**config.mk**
```make
export PLATFORM = sky130hd
export DESIGN_NAME = lcd_refresh_ctrl_flat
export DESIGN_NICKNAME = d
export VERILOG_FILES = /design/src/rtl/lcd_pkg.sv /design/src/rtl/lcd_refresh_ctrl_if.sv /design/src/rtl/lcd_frame_buffer.sv /design/src/rtl/lcd_refresh_ctrl.sv /design/src/flat_wrapper.sv
export SDC_FILE = /design/constraint.sdc
export NUM_CORES = 1
export LEC_CHECK = 0
export BUFFER_PORTS_ARGS = -buffer_cell sky130_fd_sc_hd__buf_2
export CAP_MARGIN = 0
export CORE_MARGIN = 1
export CORE_UTILIZATION = 50
export CTS_BUF_LIST = sky130_fd_sc_hd__clkbuf_16
export DETAILED_ROUTE_END_ITERATION = 7
export PLACE_DENSITY_LB_ADDON = 0.25
export SLEW_MARGIN = 20
export SYNTH_ARGS = -nofsm -noshare
export SYNTH_HDL_FRONTEND = slang
export SYNTH_SLANG_ARGS = --single-unit
```
**constraint.sdc**
```tcl
create_clock -name clk -period 11.3 [get_ports clk]
set_input_delay 2.26 -clock clk [delete_from_list [all_inputs] [get_ports clk]]
set_output_delay 2.26 -clock clk [all_outputs]
set_load 0.01 [all_outputs]
```
**src/rtl/lcd_pkg.sv**
```systemverilog
// lcd_pkg
// Shared types and constants for the HD44780 refresh controller:
// sequencer state encoding, command bytes, sequence lengths and
// frame-buffer geometry.
package lcd_pkg;

    localparam int ADDR_W  = 5;
    localparam int DATA_W  = 8;
    localparam int N_CHARS = 32;

    typedef enum logic [1:0] {
        PWR_WAIT,
        SETUP,
        E_HIGH,
        HOLD_WAIT
    } state_t;

    localparam logic [7:0] CMD_FUNC_SET = 8'h38;
    localparam logic [7:0] CMD_DISP_ON  = 8'h0C;
    localparam logic [7:0] CMD_ENTRY    = 8'h06;
    localparam logic [7:0] CMD_CLEAR    = 8'h01;
    localparam logic [7:0] CMD_LINE1    = 8'h80;
    localparam logic [7:0] CMD_LINE2    = 8'hC0;

    localparam logic [7:0] CHAR_SPACE   = 8'h20;

    localparam int N_INIT     = 5;
    localparam int N_REFRESH  = 34;
    // Refresh step that re-addresses the cursor to line 2.
    localparam int LINE2_STEP = 17;

    function automatic int max_int(input int a, input int b);
        return (a > b) ? a : b;
    endfunction

endpackage

```
**src/rtl/lcd_refresh_ctrl_if.sv**
```systemverilog
// lcd_refresh_ctrl_if
// Bundles the frame-buffer write port and the HD44780 pin/status outputs.
//   wr_en/wr_addr/wr_data : host -> controller, one byte per cycle
//   LCD_RS/LCD_E/LCD_D    : controller -> panel (8-bit mode, RW tied low)
//   init_done/frame_tick  : controller -> host status
interface lcd_refresh_ctrl_if;
    import lcd_pkg::*;

    logic              wr_en;
    logic [ADDR_W-1:0] wr_addr;
    logic [DATA_W-1:0] wr_data;
    logic              LCD_RS;
    logic              LCD_E;
    logic [DATA_W-1:0] LCD_D;
    logic              init_done;
    logic              frame_tick;

    modport master (
        output wr_en, wr_addr, wr_data,
        input  LCD_RS, LCD_E, LCD_D, init_done, frame_tick
    );

    modport slave (
        input  wr_en, wr_addr, wr_data,
        output LCD_RS, LCD_E, LCD_D, init_done, frame_tick
    );

endinterface

```
**src/rtl/lcd_frame_buffer.sv**
```systemverilog
// lcd_frame_buffer
// 32x8 character store. One synchronous write port, one combinational
// read port; every entry resets to an ASCII space.
//   clk, reset_n      : clock, async active-low reset
//   wr_en/addr/data   : write port, no backpressure
//   rd_addr/rd_data   : combinational read port
module lcd_frame_buffer
    import lcd_pkg::*;
(
    input  logic              clk,
    input  logic              reset_n,
    input  logic              wr_en,
    input  logic [ADDR_W-1:0] wr_addr,
    input  logic [DATA_W-1:0] wr_data,
    input  logic [ADDR_W-1:0] rd_addr,
    output logic [DATA_W-1:0] rd_data
);

    logic [DATA_W-1:0] mem [N_CHARS];

    always_ff @(posedge clk or negedge reset_n) begin
        if (!reset_n) begin
            for (int i = 0; i < N_CHARS; i++) begin
                mem[i] <= CHAR_SPACE;
            end
        end else if (wr_en) begin
            mem[wr_addr] <= wr_data;
        end
    end

    assign rd_data = mem[rd_addr];

endmodule

```
**src/rtl/lcd_refresh_ctrl.sv**
```systemverilog
// lcd_refresh_ctrl
// Powers up an HD44780 in 8-bit mode, runs the five-command init, then
// continuously repaints both 16-character lines from the frame buffer.
//   clk, reset_n : clock (CLOCK_50 domain), async active-low reset
//   bus          : write port in, LCD pins and status out
//
//   state     | meaning
//   ----------+---------------------------------------------------------
//   PWR_WAIT  | panel power-up delay, all outputs idle
//   SETUP     | RS/D presented for the current step, E still low
//   E_HIGH    | E strobe high, RS/D held
//   HOLD_WAIT | E low, execution wait (long wait after clear-display)
module lcd_refresh_ctrl
    import lcd_pkg::*;
#(
    parameter int T_POWERUP = 1_000_000,
    parameter int T_EHIGH   = 25,
    parameter int T_CMD     = 2_500,
    parameter int T_CLEAR   = 100_000
) (
    input  logic clk,
    input  logic reset_n,
    lcd_refresh_ctrl_if.slave bus
);

    localparam int T_MAX = max_int(max_int(T_POWERUP, T_CLEAR), max_int(T_CMD, T_EHIGH));
    localparam int CNT_W = (T_MAX > 1) ? $clog2(T_MAX) : 1;

    state_t            state;
    logic [CNT_W-1:0]  cnt;
    logic [5:0]        step;
    logic              rs_q;
    logic              e_q;
    logic [DATA_W-1:0] d_q;
    logic              done_q;
    logic              tick_q;

    logic              cnt_end;
    logic [5:0]        nxt_step;
    logic              nxt_refresh;
    logic              nxt_rs;
    logic [DATA_W-1:0] nxt_d;
    logic [ADDR_W-1:0] rd_addr;
    logic [DATA_W-1:0] rd_data;

    lcd_frame_buffer u_fb (
        .clk     (clk),
        .reset_n (reset_n),
        .wr_en   (bus.wr_en),
        .wr_addr (bus.wr_addr),
        .wr_data (bus.wr_data),
        .rd_addr (rd_addr),
        .rd_data (rd_data)
    );

    // The byte on the bus decides the hold time: only a clear command
    // needs the long execution wait.
    always_comb begin
        cnt_end = 1'b0;
        case (state)
            PWR_WAIT:  cnt_end = (cnt == CNT_W'(T_POWERUP - 1));
            SETUP:     cnt_end = 1'b1;
            E_HIGH:    cnt_end = (cnt == CNT_W'(T_EHIGH - 1));
            HOLD_WAIT: cnt_end = (!rs_q && d_q == CMD_CLEAR) ? (cnt == CNT_W'(T_CLEAR - 1))
                                                             : (cnt == CNT_W'(T_CMD - 1));
            default:   cnt_end = 1'b0;
        endcase
    end

    // Step that the next SETUP will present.
    always_comb begin
        nxt_step    = 6'd0;
        nxt_refresh = done_q;
        if (state == HOLD_WAIT) begin
            if (!done_q) begin
                if (step == 6'(N_INIT - 1)) begin
                    nxt_refresh = 1'b1;
                end else begin
                    nxt_step = step + 6'd1;
                end
            end else if (step != 6'(N_REFRESH - 1)) begin
                nxt_step = step + 6'd1;
            end
        end
    end

    // Byte for the next step. Characters are captured on the edge that
    // enters SETUP, so a write landing during SETUP only shows next pass.
    always_comb begin
        nxt_rs  = 1'b0;
        nxt_d   = CMD_FUNC_SET;
        rd_addr = '0;
        if (!nxt_refresh) begin
            case (nxt_step)
                6'd0, 6'd1: nxt_d = CMD_FUNC_SET;
                6'd2:       nxt_d = CMD_DISP_ON;
                6'd3:       nxt_d = CMD_ENTRY;
                default:    nxt_d = CMD_CLEAR;
            endcase
        end else if (nxt_step == 6'd0) begin
            nxt_d = CMD_LINE1;
        end else if (nxt_step == 6'(LINE2_STEP)) begin
            nxt_d = CMD_LINE2;
        end else begin
            nxt_rs  = 1'b1;
            rd_addr = (nxt_step < 6'(LINE2_STEP)) ? ADDR_W'(nxt_step - 6'd1)
                                                  : ADDR_W'(nxt_step - 6'd2);
            nxt_d   = rd_data;
        end
    end

    always_ff @(posedge clk or negedge reset_n) begin
        if (!reset_n) begin
            state  <= PWR_WAIT;
            cnt    <= '0;
            step   <= 6'd0;
            rs_q   <= 1'b0;
            e_q    <= 1'b0;
            d_q    <= '0;
            done_q <= 1'b0;
            tick_q <= 1'b0;
        end else begin
            tick_q <= 1'b0;
            if (cnt_end) begin
                cnt <= '0;
                case (state)
                    PWR_WAIT: begin
                        state <= SETUP;
                        step  <= 6'd0;
                        rs_q  <= nxt_rs;
                        d_q   <= nxt_d;
                    end
                    SETUP: begin
                        state <= E_HIGH;
                        e_q   <= 1'b1;
                    end
                    E_HIGH: begin
                        state <= HOLD_WAIT;
                        e_q   <= 1'b0;
                    end
                    HOLD_WAIT: begin
                        state  <= SETUP;
                        step   <= nxt_step;
                        rs_q   <= nxt_rs;
                        d_q    <= nxt_d;
                        done_q <= nxt_refresh;
                        tick_q <= done_q && (step == 6'(N_REFRESH - 1));
                    end
                    default: state <= PWR_WAIT;
                endcase
            end else begin
                cnt <= cnt + 1'b1;
            end
        end
    end

    assign bus.LCD_RS     = rs_q;
    assign bus.LCD_E      = e_q;
    assign bus.LCD_D      = d_q;
    assign bus.init_done  = done_q;
    assign bus.frame_tick = tick_q;

endmodule

```
**src/flat_wrapper.sv**
```systemverilog
// flat-port wrapper written by rule: the top's interface ports become plain ports
module lcd_refresh_ctrl_flat import lcd_pkg::*;
#(
    parameter int T_POWERUP = 1_000_000,
    parameter int T_EHIGH   = 25,
    parameter int T_CMD     = 2_500,
    parameter int T_CLEAR   = 100_000
)
  (clk, reset_n, bus_wr_en, bus_wr_addr, bus_wr_data, bus_LCD_RS, bus_LCD_E, bus_LCD_D, bus_init_done, bus_frame_tick);
  lcd_refresh_ctrl_if bus_i ();
  input  logic clk;
  input  logic reset_n;
  input wire logic [$bits(bus_i.wr_en)-1:0] bus_wr_en;
  input wire logic [$bits(bus_i.wr_addr)-1:0] bus_wr_addr;
  input wire logic [$bits(bus_i.wr_data)-1:0] bus_wr_data;
  output wire logic [$bits(bus_i.LCD_RS)-1:0] bus_LCD_RS;
  output wire logic [$bits(bus_i.LCD_E)-1:0] bus_LCD_E;
  output wire logic [$bits(bus_i.LCD_D)-1:0] bus_LCD_D;
  output wire logic [$bits(bus_i.init_done)-1:0] bus_init_done;
  output wire logic [$bits(bus_i.frame_tick)-1:0] bus_frame_tick;
  assign bus_i.wr_en = bus_wr_en;
  assign bus_i.wr_addr = bus_wr_addr;
  assign bus_i.wr_data = bus_wr_data;
  assign bus_LCD_RS = bus_i.LCD_RS;
  assign bus_LCD_E = bus_i.LCD_E;
  assign bus_LCD_D = bus_i.LCD_D;
  assign bus_init_done = bus_i.init_done;
  assign bus_frame_tick = bus_i.frame_tick;
  lcd_refresh_ctrl #(.T_POWERUP(T_POWERUP), .T_EHIGH(T_EHIGH), .T_CMD(T_CMD), .T_CLEAR(T_CLEAR)) u_core (.clk(clk), .reset_n(reset_n), .bus(bus_i));
endmodule
```
# Yosys cells after proc, flatten, opt, wreduce, memory -nomap -nowiden
# Index checks and enable logic that the tools add are counted.
dict set report totals {
  register_bits 296
  inputBits 16
  out_inout_bits 12
}
dict set report classes {
  addsub 4
  order_cmp 4
  eq_ne 15
  n_mux 32
  bitwise 2
  reduce_logical 14
}
# cell n
set op_table {}
lappend op_table {{bitwise mux 256 bit} 1}
lappend op_table {{2-to-1 mux 8 bit} 6}
lappend op_table {{binary-select mux 8 bit (select 5 bit)} 1}
lappend op_table {{demux 8 bit (select 5 bit)} 1}
lappend op_table {{2-to-1 mux 6 bit} 4}
lappend op_table {{adder 20 x 1 -> 20 bit, second input constant} 1}
lappend op_table {{equality test 20 x 12 -> 1 bit, second input constant} 1}
lappend op_table {{equality test 20 x 17 -> 1 bit, second input constant} 1}
lappend op_table {{equality test 20 bit, second input constant} 1}
lappend op_table {{equality test 20 x 5 -> 1 bit, second input constant} 1}
lappend op_table {{2-to-1 mux 20 bit} 1}
lappend op_table {{2-to-1 mux 5 bit} 4}
lappend op_table {{one-hot mux 6 bit (3 select lines)} 1}
lappend op_table {{equality test 6 x 2 -> 1 bit, second input constant} 2}
lappend op_table {{>= comparator 6 bit, second input constant} 2}
lappend op_table {{inverter 5 -> 6 bit} 2}
lappend op_table {{one-hot mux 6 bit (2 select lines)} 1}
lappend op_table {{2-to-1 mux 1 bit} 9}
lappend op_table {{equality test 8 x 1 -> 1 bit, second input constant} 1}
lappend op_table {{AND reduction 2 bit} 4}
lappend op_table {{adder 6 x 1 -> 6 bit, second input constant} 1}
lappend op_table {{equality test 6 x 1 -> 1 bit, second input constant} 1}
lappend op_table {{equality test 6 x 3 -> 1 bit, second input constant} 1}
lappend op_table {{equality test 6 x 5 -> 1 bit, second input constant} 1}
lappend op_table {{17 further kinds} 22}

# Depth between registers and ports, before layout
dict set report logic_depth {
  ltp_word 16
  ltp_mapped 22
}

# Modules after synthesis
# From an unflattened synthesis, not the netlist that was laid out.
dict set report unflattened {
  hier_cells 1000
  hier_area_um2 14511.4
}
# mod instances cells_each area_per_inst_um2 seq_area_each_um2
set modules_own_cells {}
lappend modules_own_cells {lcd_frame_buffer 1 699 11688.7 6446.2}
lappend modules_own_cells {lcd_refresh_ctrl 1 301 2822.7 1001.0}

# Worst setup path after synthesis
# Ideal clock, no wire load.
dict set report synth_timing {
  kind {register to register}
  startpoint {register u_core.step[1]}
  endpoint {register u_core.d_q[4] (netlist: u_core.bus.LCD_D[4])}
  arrival_time_ns 4.293
  t_required_ns 11.174
  slack_ns 6.881
  stages_incl_launch_ff 19
  path_buffers 2
  synth_period_minus_slack_ns 4.419
  path_cell_list {dfrtp_1 > inv_1 > ha_1 > nand4b_1 > or3_1 > clkbuf_1 > nand3_1 > ha_1 > buf_2 > nand3_1 > or3_1 > a211o_2 > mux2i_2 > nor3_4 > mux4_2 > mux2_2 > nand4_1 > o31ai_1 > o32a_1}
}
dict set report synth_via {
  elab_chain_cells 16
  elab_cells_between_ends 31
}
# item line
set synth_lines {}
lappend synth_lines {{start, declared} lcd_refresh_ctrl.sv:31} ;# logic [5:0] step;
lappend synth_lines {{start signal, assigned} lcd_refresh_ctrl.sv:143} ;# step <= nxt_step;
lappend synth_lines {{adder 6 x 1 -> 6 bit (tied with other cells)} {lcd_refresh_ctrl.sv:79, lcd_refresh_ctrl.sv:82}}
lappend synth_lines {{2-to-1 mux 6 bit (on tied branches)} {lcd_refresh_ctrl.sv:76, lcd_refresh_ctrl.sv:81}}
lappend synth_lines {{2-to-1 mux 6 bit} lcd_refresh_ctrl.sv:75} ;# if (!done_q) begin
lappend synth_lines {{2-to-1 mux 6 bit} lcd_refresh_ctrl.sv:74} ;# if (state == HOLD_WAIT) begin
lappend synth_lines {{subtractor 5 x 2 -> 5 bit (tied with other cells)} lcd_refresh_ctrl.sv:107} ;# : ADDR_W'(nxt_step - 6'd2);
lappend synth_lines {{2-to-1 mux 5 bit} lcd_refresh_ctrl.sv:106} ;# rd_addr = (nxt_step < 6'(LINE2_STEP)) ? ADDR_W'(nxt_step - 6'd1)
lappend synth_lines {{2-to-1 mux 5 bit} lcd_refresh_ctrl.sv:102} ;# end else if (nxt_step == 6'(LINE2_STEP)) begin
lappend synth_lines {{2-to-1 mux 5 bit} lcd_refresh_ctrl.sv:100} ;# end else if (nxt_step == 6'd0) begin
lappend synth_lines {{2-to-1 mux 5 bit} lcd_refresh_ctrl.sv:93} ;# if (!nxt_refresh) begin
lappend synth_lines {{inverter 5 -> 6 bit (implied by the code)} lcd_frame_buffer.sv:31} ;# assign rd_data = mem[rd_addr];
lappend synth_lines {{binary-select mux 8 bit (select 5 bit)} lcd_frame_buffer.sv:31}
lappend synth_lines {{2-to-1 mux 8 bit (implied by the code) (2 in series)} lcd_frame_buffer.sv:31}
lappend synth_lines {{2-to-1 mux 8 bit} lcd_refresh_ctrl.sv:102}
lappend synth_lines {{2-to-1 mux 8 bit} lcd_refresh_ctrl.sv:100}
lappend synth_lines {{2-to-1 mux 8 bit (*)} lcd_refresh_ctrl.sv:93}
lappend synth_lines {{end signal, assigned} lcd_refresh_ctrl.sv:131} ;# d_q <= nxt_d;
lappend synth_lines {{end signal, assigned} lcd_refresh_ctrl.sv:145} ;# d_q <= nxt_d;
lappend synth_lines {{end, declared} lcd_refresh_ctrl.sv:34} ;# logic [DATA_W-1:0] d_q;
# Every way passes the cells marked *; elsewhere a longest branch is shown, timed or not. The select of a mux whose other input is x is not followed.
# A chain may end at the register's enable or synchronous reset.

# Worst setup path after layout
dict set report layout_timing {
  startpoint {register u_core.step[4]}
  endpoint {register u_core.d_q[5] (netlist: u_core.bus.LCD_D[5])}
}
# Same word-level chain as after synthesis.

==> results by group <==
Synthesis
  • Ys async rst share: 100%
  • Syn nets: 1388
  • Top cells by area, synth: dfrtp_1 (44%), mux2_2 (20%), nand2_1 (5.7%), dfstp_2 (5.6%), mux2i_1 (2.6%)
  • Register area share after synthesis: 49.8%
  • Synth unique cells: 81
  • Cell Area, Synth: 15000 sq um
  • Ys flop type: dfrtp_1
  • Synth Instances: 1357
  • Dominant cell type by area after synthesis: dfrtp_1
  • Avg Cell Area, Syn: 11.0 sq um
  • Post-synth EDFFs: 0
  • #FFs+latches synth: 296
  • Proportion of netlist area held by the largest area contributor: 44.2%
  • Yosys warning count: 0

GRT
  • Global route overflow: 0
  • Vias in the first global route: 10800
  • First-pass GRT wire length: 63.3 mm
  • Largest net degree at the start of global routing: 88
  • Initial antenna violation count: 1
  • Tot GR Track Use: 26.9%

Die
  • Area of the core: 29100 sq um
  • Starting Density: 51.4%
  • Die Ht: 175 um
  • IO Pins: 28
  • Std-Cell Rows: 62
  • Die X: 175 um
  • Die Area: 30600 sq um

STA
  • Setup TNS Final: 0 ps
  • Worst slew pin tran: 1060 ps
  • Finish-stage setup viols: 0
  • Fin. Hold Viols: 0
  • Max Slew Vio Count: 0
  • Final period util: 55.9%
  • Clock skew: 14.8 ps
  • Tmin final: 6320 ps
  • Worst slew margin: 29.4%
  • RSZ-0062 raised after global routing: no
  • Max Freq: 158 MHz

Clocking
  • Root buffer cell: clkbuf_16
  • Resized Gates After CTS: 0
  • TritonCTS clock tree: built
  • CTS H-tree depth: 2
  • CTS sink count: 296
  • Worst-Skew Late Latency: 510 ps
  • CTS clk-pin slew, worst paths: 60 ps
  • Total setup buffers inserted after CTS: 0
  • Clock Path Buffers: 3
  • Hold-fix buffers at CTS: 0
  • CTS Buf Count: 34

Finish
  • Final Non-Filler Cells: 1755
  • Antenna diode count: 0
  • Core Util, Final: 56.6%
  • Nets@finish: 1377
  • Layout cells sized above 1: 29.3%
  • Layout area overhead: 10.1%
  • Number of fill cells: 2480

Power
  • Static leakage: 7.28 nW
  • Peak supply drop: 132 uV
  • PwrDens: 169 nW/um^2

Route
  • Starting DRT DRC Count: 972
  • Vias: 10800
  • DR vias/cell: 6.16
  • DRC: 0
  • Router iterations before antenna repair: 5
  • Wire per inst: 22.9 um
  • Final wirelength: 40.2 mm
  • Routed Antenna Nets: 0

Critical path
  • CP required: 11680 ps
  • CP max stage cell: nor2_1
  • CP max FO: 39
  • Worst path cell trace: or3_1, o31ai_2, nor2_1, nand2_2, ha_1, nand3_1, or3_1, a211o_2, a211oi_1, a21oi_4, buf_4, nor2_1, buf_4, a311oi_1, o21ai_0, and3_1, a21oi_1
  • Slowest stage delay, CP: 820 ps
  • Crit. End Element: register
  • R2R depth: 17
  • Worst EP arrival: 6710 ps
  • Setup CP Type: reg -> reg
  • CP Launch Type: register

Placement
  • Placed cells: 1694
  • I/O Buffers: 27
  • Hpwl dp: 25.4 mm
  • Gpl congestion: 0.903

Worst hold path
  • Hold Path Depth: 2
  • Hold WC Path Type: reg -> reg

Status
  • Result of the run: finished, final reports clean

Run
  • Max Cap Violations: 0
[cells in the mapped netlist, drive strengths merged (9+ instances only)]
library cell,count
xor2,12
mux2,264
nand3,63
dfrtp,264
nor3,11
a31oi,9
mux2i,40
o21ai,30
nand4,15
a211oi,10
buf,29
a21oi,17
and3,25
nor2,72
dfstp,32
nand2,230
ha,15
inv,13
a311oi,17
clkbuf,56
xnor2,11
[worst paths after layout]
path | from | endpoint | slack [ps]
hold / removal | u_core.bus.LCD_E | u_core.bus.LCD_E | 470
hold reg to reg | u_core.bus.LCD_E | u_core.bus.LCD_E | 470
min in group asynchronous | reset_n | u_core.step[3] | 1750
setup / recovery | u_core.step[4] | u_core.bus.LCD_D[5] | 4980
max in group asynchronous | reset_n | u_core.u_fb.mem[33] | 7580
setup reg to reg | u_core.step[4] | u_core.bus.LCD_D[5] | 4980
[logic make-up after synthesis]
family / count (synthesis) / share of synthesized area [%]
muxes: 307 / 23.0
xor gates and xnor gates: 23 / 1.35
adders and majority gates: 15 / 1.26
buffers and inverters: 98 / 2.74
AOI/OAI and AO/OA: 144 / 7.11
DFF: 296 / 49.8
and+or+nand+nor: 474 / 14.7
[where the power goes]
part | switching (mW) | internal, mW
registers | 0.0889 | 1.25
logic | 0.140 | 0.177
clock network | 0.440 | 0.678
[layer usage]
metal	vias to the layer above	track usage [%]	share of wire, %
li1	4832	-	-
met1	5510	36.9	44
met2	382	41.8	46
met3	88	6.03	7.1
met4	2	9.78	3.3
met5	-	0	0.037
[placed cells by master (no fill, tap or decap), types with 4 or more instances in the layout]
cell	instances
a211oi_1	9
a21oi_1	16
a311oi_1	17
a31oi_1	9
and2_1	5
and3_1	24
and4_1	5
buf_2	26
buf_4	10
bufinv_16	5
clkbuf_16	35
clkinv_1	5
dfrtp_1	264
dfstp_2	32
ha_1	15
inv_1	21
mux2_2	264
mux2i_1	39
nand2_1	229
nand2b_1	6
nand3_1	61
nand3b_1	6
nand4_1	15
nor2_1	72
nor3_1	10
nor3b_1	6
nor4_1	4
o211ai_1	4
o21ai_0	27
o31ai_1	5
or2_2	4
or3_1	6
xnor2_1	11
xor2_1	12
[per-stage QoR]
step / setup slack (ps) / total power, mW / area (sq um) / hold slack, ps
4_1_cts: 4870 / 2.80 / 16500 / 483
5_1_grt: 4710 / 2.89 / 16500 / 506
3_5_place_dp: 4890 / 1.68 / 15300 / 469
6_report: 4980 / 2.78 / 16500 / 475
2_1_floorplan: 6880 / 1.57 / 15000 / 471
3_3_place_gp: 5010 / 1.66 / 15300 / 463
[registers in the layout, summed over array words and instances (netlist names)]
signal / flops
u_core.u_fb.mem: 256
u_core.bus.LCD_RS: 1
u_core.cnt: 20
u_core.bus.frame_tick: 1
u_core.state: 2
u_core.bus.LCD_E: 1
u_core.bus.init_done: 1
u_core.bus.LCD_D: 8
u_core.step: 6
[critical path, delay by kind of cell, from the launching register on]
kind                     cells  cell delay, ps
flip-flops                   1             570
buffers and inverters        2             750
adder cells (fa/ha/maj)      1             420
AO/OA/AOI/OAI                7            1920
AND/OR/NAND/NOR              7            2490
[layout make-up]
class / count / area, sq um / share of cell area [%]
clock inverters: 26 / 256 / 1.56
multi-input cells: 963 / 7120 / 43.3
inverters: 13 / 48.8 / 0.296
repair buffers: 38 / 231 / 1.41
clock buffers: 35 / 876 / 5.32
flip-flops and latches: 296 / 7450 / 45.2
well taps: 384 / 480 / 2.92
Power figures use the tool's default switching activity.
